## src/rtl/regfile_pkg.sv

```systemverilog
// Shared types and default geometry for the datapath register file.
// Decode and writeback import the same defaults so port widths stay in step.
package regfile_pkg;

    localparam int DEF_DATA_W = 12;
    localparam int DEF_DEPTH  = 8;
    localparam int DEF_NUM_RD = 2;

    typedef enum logic [1:0] {
        IDLE,
        CLEAR,
        DONE
    } clr_state_t;

endpackage

```

## src/rtl/param_register_file_if.sv

```systemverilog
// Bus between decode/writeback (master) and the register file (slave).
// Read addresses and data are flattened, with port p at slice p.
interface param_register_file_if
    import regfile_pkg::*;
#(
    parameter int DATA_W = DEF_DATA_W,
    parameter int DEPTH  = DEF_DEPTH,
    parameter int NUM_RD = DEF_NUM_RD
);
    localparam int ADDR_W = $clog2(DEPTH);

    logic                     wr_en;
    logic [ADDR_W-1:0]        wr_addr;
    logic [DATA_W-1:0]        wr_data;
    logic [NUM_RD*ADDR_W-1:0] rd_addr;
    logic [NUM_RD*DATA_W-1:0] rd_data;
    logic [NUM_RD-1:0]        rd_valid;
    logic                     clr_req;
    logic                     clr_busy;
    logic                     clr_done;

    modport master (
        output wr_en, wr_addr, wr_data, rd_addr, clr_req,
        input  rd_data, rd_valid, clr_busy, clr_done
    );

    modport slave (
        input  wr_en, wr_addr, wr_data, rd_addr, clr_req,
        output rd_data, rd_valid, clr_busy, clr_done
    );

endinterface

```

## src/rtl/regfile_clear_fsm.sv

```systemverilog
// Bulk-clear sequencer: walks a pointer over every entry, one per cycle,
// and pulses done for a single cycle once the last entry has been wiped.
module regfile_clear_fsm
    import regfile_pkg::*;
#(
    parameter int DEPTH  = DEF_DEPTH,
    parameter int ADDR_W = $clog2(DEPTH)
) (
    input  logic              clk,
    input  logic              rst_n,
    input  logic              clr_req,
    output logic              clr_busy,
    output logic              clr_done,
    output logic              clear_en,
    output logic [ADDR_W-1:0] clear_idx
);

    localparam logic [ADDR_W-1:0] LAST_IDX = ADDR_W'(DEPTH - 1);

    clr_state_t        state_q, state_d;
    logic [ADDR_W-1:0] ptr_q, ptr_d;

    always_ff @(posedge clk or negedge rst_n) begin
        if (!rst_n) begin
            state_q <= IDLE;
            ptr_q   <= '0;
        end else begin
            state_q <= state_d;
            ptr_q   <= ptr_d;
        end
    end

    always_comb begin
        state_d   = state_q;
        ptr_d     = ptr_q;
        clr_busy  = 1'b0;
        clr_done  = 1'b0;
        clear_en  = 1'b0;
        clear_idx = ptr_q;
        case (state_q)
            IDLE: begin
                if (clr_req) begin
                    state_d = CLEAR;
                    ptr_d   = '0;
                end
            end
            CLEAR: begin
                clr_busy = 1'b1;
                clear_en = 1'b1;
                if (ptr_q == LAST_IDX) begin
                    state_d = DONE;
                    ptr_d   = '0;
                end else begin
                    ptr_d = ptr_q + ADDR_W'(1);
                end
            end
            DONE: begin
                clr_done = 1'b1;
                state_d  = IDLE;
            end
            default: state_d = IDLE;
        endcase
    end

endmodule

```

## src/rtl/param_register_file.sv

```systemverilog
// Parametrised register file: one write port, NUM_RD combinational read ports,
// per-entry valid bits, optional same-cycle bypass and hardwired-zero entry 0.
module param_register_file
    import regfile_pkg::*;
#(
    parameter int DATA_W   = DEF_DATA_W,
    parameter int DEPTH    = DEF_DEPTH,
    parameter int NUM_RD   = DEF_NUM_RD,
    parameter int BYPASS   = 1,
    parameter int ZERO_REG = 0
) (
    input logic                  clk,
    input logic                  rst_n,
    param_register_file_if.slave bus
);

    localparam int              ADDR_W    = $clog2(DEPTH);
    localparam logic [ADDR_W:0] DEPTH_EXT = (ADDR_W + 1)'(DEPTH);

    logic [DATA_W-1:0] entry_data [DEPTH];
    logic [DEPTH-1:0]  entry_valid;
    logic              clear_en;
    logic [ADDR_W-1:0] clear_idx;
    logic              wr_in_range;
    logic              wr_to_zero;
    logic              wr_accept;

    assign wr_in_range = ({1'b0, bus.wr_addr} < DEPTH_EXT);
    assign wr_to_zero  = (ZERO_REG != 0) && (bus.wr_addr == '0);
    assign wr_accept   = bus.wr_en && !bus.clr_busy && wr_in_range && !wr_to_zero;

    regfile_clear_fsm #(
        .DEPTH  (DEPTH),
        .ADDR_W (ADDR_W)
    ) u_clear_fsm (
        .clk       (clk),
        .rst_n     (rst_n),
        .clr_req   (bus.clr_req),
        .clr_busy  (bus.clr_busy),
        .clr_done  (bus.clr_done),
        .clear_en  (clear_en),
        .clear_idx (clear_idx)
    );

    // Clear wins over write; the two never coincide because writes are blocked while busy.
    for (genvar e = 0; e < DEPTH; e++) begin : g_entry
        localparam logic [ADDR_W-1:0] IDX = ADDR_W'(e);

        logic [DATA_W-1:0] data_q;
        logic              valid_q;
        logic              clr_hit;
        logic              wr_hit;

        assign clr_hit = clear_en && (clear_idx == IDX);
        assign wr_hit  = wr_accept && (bus.wr_addr == IDX);

        always_ff @(posedge clk or negedge rst_n) begin
            if (!rst_n) begin
                data_q  <= '0;
                valid_q <= 1'b0;
            end else if (clr_hit) begin
                data_q  <= '0;
                valid_q <= 1'b0;
            end else if (wr_hit) begin
                data_q  <= bus.wr_data;
                valid_q <= 1'b1;
            end
        end

        assign entry_data[e]  = data_q;
        assign entry_valid[e] = valid_q;
    end

    for (genvar p = 0; p < NUM_RD; p++) begin : g_rd
        logic [ADDR_W-1:0] addr;
        logic [DATA_W-1:0] data;
        logic              vld;
        logic              in_range;
        logic              is_zero;
        logic              hit;

        assign addr     = bus.rd_addr[p*ADDR_W +: ADDR_W];
        assign in_range = ({1'b0, addr} < DEPTH_EXT);
        assign is_zero  = (ZERO_REG != 0) && (addr == '0);
        assign hit      = (BYPASS != 0) && wr_accept && (bus.wr_addr == addr);

        always_comb begin
            data = '0;
            vld  = 1'b0;
            if (in_range && !is_zero) begin
                if (hit) begin
                    data = bus.wr_data;
                    vld  = 1'b1;
                end else begin
                    data = entry_data[addr];
                    vld  = entry_valid[addr];
                end
            end
        end

        assign bus.rd_data[p*DATA_W +: DATA_W] = data;
        assign bus.rd_valid[p]                 = vld;
    end

endmodule

```

## src/flat_wrapper.sv

```systemverilog
// flat-port wrapper written by rule: the top's interface ports become plain ports
module param_register_file_flat import regfile_pkg::*;
#(
    parameter int DATA_W   = DEF_DATA_W,
    parameter int DEPTH    = DEF_DEPTH,
    parameter int NUM_RD   = DEF_NUM_RD,
    parameter int BYPASS   = 1,
    parameter int ZERO_REG = 0
)
  (clk, rst_n, bus_wr_en, bus_wr_addr, bus_wr_data, bus_rd_addr, bus_clr_req, bus_rd_data, bus_rd_valid, bus_clr_busy, bus_clr_done);
  param_register_file_if #(.DATA_W(DATA_W), .DEPTH(DEPTH), .NUM_RD(NUM_RD)) bus_i ();
  input logic clk;
  input logic rst_n;
  input wire logic [$bits(bus_i.wr_en)-1:0] bus_wr_en;
  input wire logic [$bits(bus_i.wr_addr)-1:0] bus_wr_addr;
  input wire logic [$bits(bus_i.wr_data)-1:0] bus_wr_data;
  input wire logic [$bits(bus_i.rd_addr)-1:0] bus_rd_addr;
  input wire logic [$bits(bus_i.clr_req)-1:0] bus_clr_req;
  output wire logic [$bits(bus_i.rd_data)-1:0] bus_rd_data;
  output wire logic [$bits(bus_i.rd_valid)-1:0] bus_rd_valid;
  output wire logic [$bits(bus_i.clr_busy)-1:0] bus_clr_busy;
  output wire logic [$bits(bus_i.clr_done)-1:0] bus_clr_done;
  assign bus_i.wr_en = bus_wr_en;
  assign bus_i.wr_addr = bus_wr_addr;
  assign bus_i.wr_data = bus_wr_data;
  assign bus_i.rd_addr = bus_rd_addr;
  assign bus_i.clr_req = bus_clr_req;
  assign bus_rd_data = bus_i.rd_data;
  assign bus_rd_valid = bus_i.rd_valid;
  assign bus_clr_busy = bus_i.clr_busy;
  assign bus_clr_done = bus_i.clr_done;
  param_register_file #(.DATA_W(DATA_W), .DEPTH(DEPTH), .NUM_RD(NUM_RD), .BYPASS(BYPASS), .ZERO_REG(ZERO_REG)) u_core (.clk(clk), .rst_n(rst_n), .bus(bus_i));
endmodule
```

## config.mk

```make
export PLATFORM = sky130hd
export DESIGN_NAME = param_register_file_flat
export DESIGN_NICKNAME = d
export VERILOG_FILES = /design/src/rtl/regfile_pkg.sv /design/src/rtl/param_register_file_if.sv /design/src/rtl/regfile_clear_fsm.sv /design/src/rtl/param_register_file.sv /design/src/flat_wrapper.sv
export SDC_FILE = /design/constraint.sdc
export NUM_CORES = 1
export LEC_CHECK = 0
export ABC_CLOCK_PERIOD_IN_PS = 4170
export BUFFER_PORTS_ARGS = -buffer_cell sky130_fd_sc_hd__buf_2
export CORE_ASPECT_RATIO = 2
export CORE_MARGIN = 2
export CORE_UTILIZATION = 50
export DETAILED_ROUTE_END_ITERATION = 10
export GPL_TIMING_DRIVEN = 0
export PLACE_DENSITY = 0.69
export SYNTH_ARGS = -nofsm -noshare
export SYNTH_HDL_FRONTEND = slang
export SYNTH_SLANG_ARGS = --single-unit
```

## constraint.sdc

```tcl
create_clock -name clk -period 4.17 [get_ports clk]
set_input_delay 0 -clock clk [delete_from_list [all_inputs] [get_ports clk]]
set_output_delay 0 -clock clk [all_outputs]
set_load 0.05 [all_outputs]
```

==> run metrics <==
result of the run=complete, no violations; register bit total from synthesis=around 110; summed area of non-filler cells in the final layout=between 7000 and 8000 µm²; Total Routing Usage GR=between 20% and 30%; sinks on the clock net=109; start-to-end type of the worst setup path=reg -> out; Synth Area per Inst=around 14 µm²; layout cell share with drive strength beyond 1=roughly a quarter; share of synthesized cell area in and, or, nand and nor gates=4.77%; CTS Buffer Depth=2; XOR/XNOR share of the synthesized area=0.831%; most common flop cell mapped by yosys=sky130_fd_sc_hd__dfrtp_1; filler cell count in the final layout=1045; floorplan die height=163 µm; Routed Antenna Nets=0; critical-path cell list=nand2b_1 -> nand2_1 -> nor4_2 -> buf_4 -> mux2_2 -> buf_2; proportion of synthesized flip-flops having asynchronous set or reset=between 90% and 100%; initial cell density of the core=roughly half; total via count in the routed design=around 4.6k; number of remaining DRC errors=0; path category of the worst min-delay check=in -> reg; Max Clock Skew=roughly 0.010 ns; max cap viols=0; post-placement cell area=around 6700 µm²; Post-CTS Setup Repair Bufs=0; main combinational cell family by area after synthesis=multiplexers; Worst Min Path Start=bus_wr_data[0]; fraction of the mapped netlist area in compound gates=14.6%; register area share after synthesis=between 40 and 50%; required time at the worst-slack endpoint=4.17 ns; CP startpoint=u_core.u_clear_fsm.state_q[1]$_DFFE_PN0P_; Die Footprint=13600 µm²; final sum of negative setup slack=0 ns; final number of setup-violating endpoints=0; final wirelength=17.8 mm; quantity of I/O buffers inserted on ports=32; number of rows created at floorplan=58; total nets after synthesis=roughly 490; transition time at the pin with the least slew margin=0.873 ns; wire length per cell after detailed routing=between 20 and 30 µm; Final Wtd Congestion=roughly 0.9; Comb pwr share=a little over two fifths; via count of the first global-routing pass=4562; ratio of routed vias to standard cells=6.96; final number of max-transition violations=0; worst-case reg-to-reg path depth=5; standard cell with the maximum stage delay on the critical path=sky130_fd_sc_hd__nor4_2; Worst Hold Margin=0.0896 ns; headroom to the max-slew limit=about two fifths; count of synthesis-stage warnings from yosys=0; CTS tree=yes; fraction of post-synthesis cell area in the top cell type by area=a little over two fifths; slack of the worst reg-to-reg path=roughly 1.8 ns; share of total power in the clock network=18.3%; count of cells resized by post-cts repair=0; worst hold endpoint=u_core.g_entry[7].data_q[0]$_DFFE_PN0P_; switching share of total power=between 40% and 50%; count of flip-flops with a built-in enable after synthesis=0; CTS Root Cell=sky130_fd_sc_hd__clkbuf_16; startpoint type of the worst setup path=flop; sequential cell fraction of total power=38.7%; count of unique library cells instantiated by Yosys=34; gate count of the mapped netlist=about 460; worst hold path stage count=3; part of the cycle the worst path needs=63.3%; core region area=approximately 12000 µm²; final hold viol count=0; detailed placer's ending HPWL=~13 mm; area delta synth->final=10.8%; minimum clock period after layout=between 2 and 3 ns; clock-pin slew on the worst setup and hold paths=around 0.080 ns; Crit path largest cell delay=~0.55 ns; launching point of the worst reg2reg path=u_core.u_clear_fsm.state_q[1]$_DFFE_PN0P_; multiplexer share of the synthesized area=a little over 30%; data arrival time of the critical path=~2.6 ns; ratio of total power to cell area=647 nW/µm²; leftover overflow at the end of global routing=0; largest cells by area after synthesis=sky130_fd_sc_hd__dfrtp_1, sky130_fd_sc_hd__mux4_1, sky130_fd_sc_hd__a22o_1; static leakage=about 3.5 nW; internal power of the cells=roughly 2.7 mW; Finished Core Util=between 50% and 60%; RSZ-0062 raised after global routing=false; Total Nets Final=about 530; number of buffers created by CTS=9; switching component of the power=between 1.5 and 2 mW; H-Tree Level Count=3; global-route wire length before repair=around 27 mm; die span in x=approximately 84 µm; Critical Path End Type=output pin; netlist area before placement=roughly 6300 µm²; capturing point of the worst reg2reg path=u_core.g_entry[7].data_q[9]$_DFFE_PN0P_; number of antenna violations at the first check in global routing=0; pin count of the biggest net entering global routing=65; achievable clock frequency=379 MHz; I/O pin count=53; Ant. Diodes=0; clock latency on the worst-skew pair=between 0.3 and 0.4 ns; drt pass-1 iters=7; maximum net fanout on the critical path=10; IR drop worst, VDD=0.000411 V; most area-hungry cell type in the Yosys netlist=sky130_fd_sc_hd__dfrtp_1; Post-Synth Adder-Cell Area=~1.4%; violation count after the first detailed-routing iteration=approximately 430
==> power groups by stage <==
stage / registers [mW] / logic [mW] / clock network, mW
after floorplan: 1.64 / 1.48 / 0
after CTS: 1.74 / 1.95 / 0.837
after global routing: 1.79 / 2.06 / 0.878
after detailed placement: 1.74 / 1.94 / 0
after global placement: 1.71 / 1.91 / 0
final: 1.75 / 1.95 / 0.830
==> layout make-up <==
type	count	area, µm²	share of cell area, %
clock buffer	9	225	3.22
buffer	53	293	4.18
multi-input combinational	287	3280	46.8
timing repair buffer	35	210	3.00
tap	150	188	2.68
inverter	6	22.5	0.322
clock inverter	7	57.6	0.822
sequential	109	2730	38.9
==> worst max path at each step <==
stage,end,slack [ns]
4_1_cts,bus_rd_data[15],1.53
2_1_floorplan,bus_rd_data[10],2.40
3_3_place_gp,bus_rd_data[23],1.87
5_1_grt,bus_rd_data[15],1.43
6_report,bus_rd_data[15],1.53
3_5_place_dp,bus_rd_data[23],1.81
==> critical path: cells and delay by family (launching register included) <==
family,cells,cell delay (ns)
AND/OR/NAND/NOR,3,1.01
flip-flops,1,0.39
multiplexers,1,0.37
buffers and inverters,2,0.51
==> routing by layer <==
metal | vias up | global-route usage, % | share of wire (%) | routed length, µm
met1 | 2375 | 33.0 | 37 | 6550
met3 | 46 | 2.48 | 4.7 | 835
met2 | 224 | 45.9 | 52 | 9340
met5 | - | 0 | 0 | 0
li1 | 1921 | - | - | -
met4 | 0 | 16.6 | 6.1 | 1080
==> registers in the layout (all words and copies together) (netlist names) <==
signal / count
u_core.g_entry.data_q: 96
u_core.g_entry.valid_q: 8
u_core.u_clear_fsm.clear_idx: 3
u_core.u_clear_fsm.state_q: 2
==> synth_stat cells, drive strengths merged (2+ instances only) <==
cell,n
nor3b,3
a31oi,6
mux4,52
nor4,3
inv,6
dfrtp,109
clkbuf,23
nor2,10
a211o,2
nand2,30
xor2,6
nor3,3
o21ai,13
nor2b,3
a21oi,7
mux2,48
a22o,85
ha,7
buf,30
==> cell usage in the layout (no fill, tap or decap), drive strengths merged, types with 2 or more instances in the layout <==
master         n
a211o          2
a21oi          7
a22o          85
a31oi          6
buf           63
clkbuf        32
clkinv         2
clkinvlp       2
dfrtp        109
dlygate4sd3    2
ha             7
inv            9
mux2          48
mux4          52
nand2         30
nor2          10
nor2b          3
nor3           3
nor3b          3
nor4           3
o21ai         13
xor2           6
==> what timing repair did <==
action                                  in CTS  in global routing
endpoints found under the setup margin       0                  0
hold endpoints to repair                    64                  0
hold buffers                                 2                  0
==> stage by stage <==
| stage | setup WS, ns | total power, mW | cells |
|---|---|---|---|
| finish | 1.53 | 4.53 | 656 |
| global route | 1.43 | 4.73 | 656 |
| CTS | 1.53 | 4.52 | 656 |
| detailed placement | 1.81 | 3.68 | 638 |
| global placement | 1.87 | 3.61 | 637 |
| floorplan | 2.40 | 3.12 | 455 |
==> cell families after synthesis <==
logic type	Yosys count
compound gates	116
xor+xnor	6
fa+ha+maj	7
buf+inv	59
flops	109
mux	101
simple gates	57
Power figures use the tool's default switching activity.
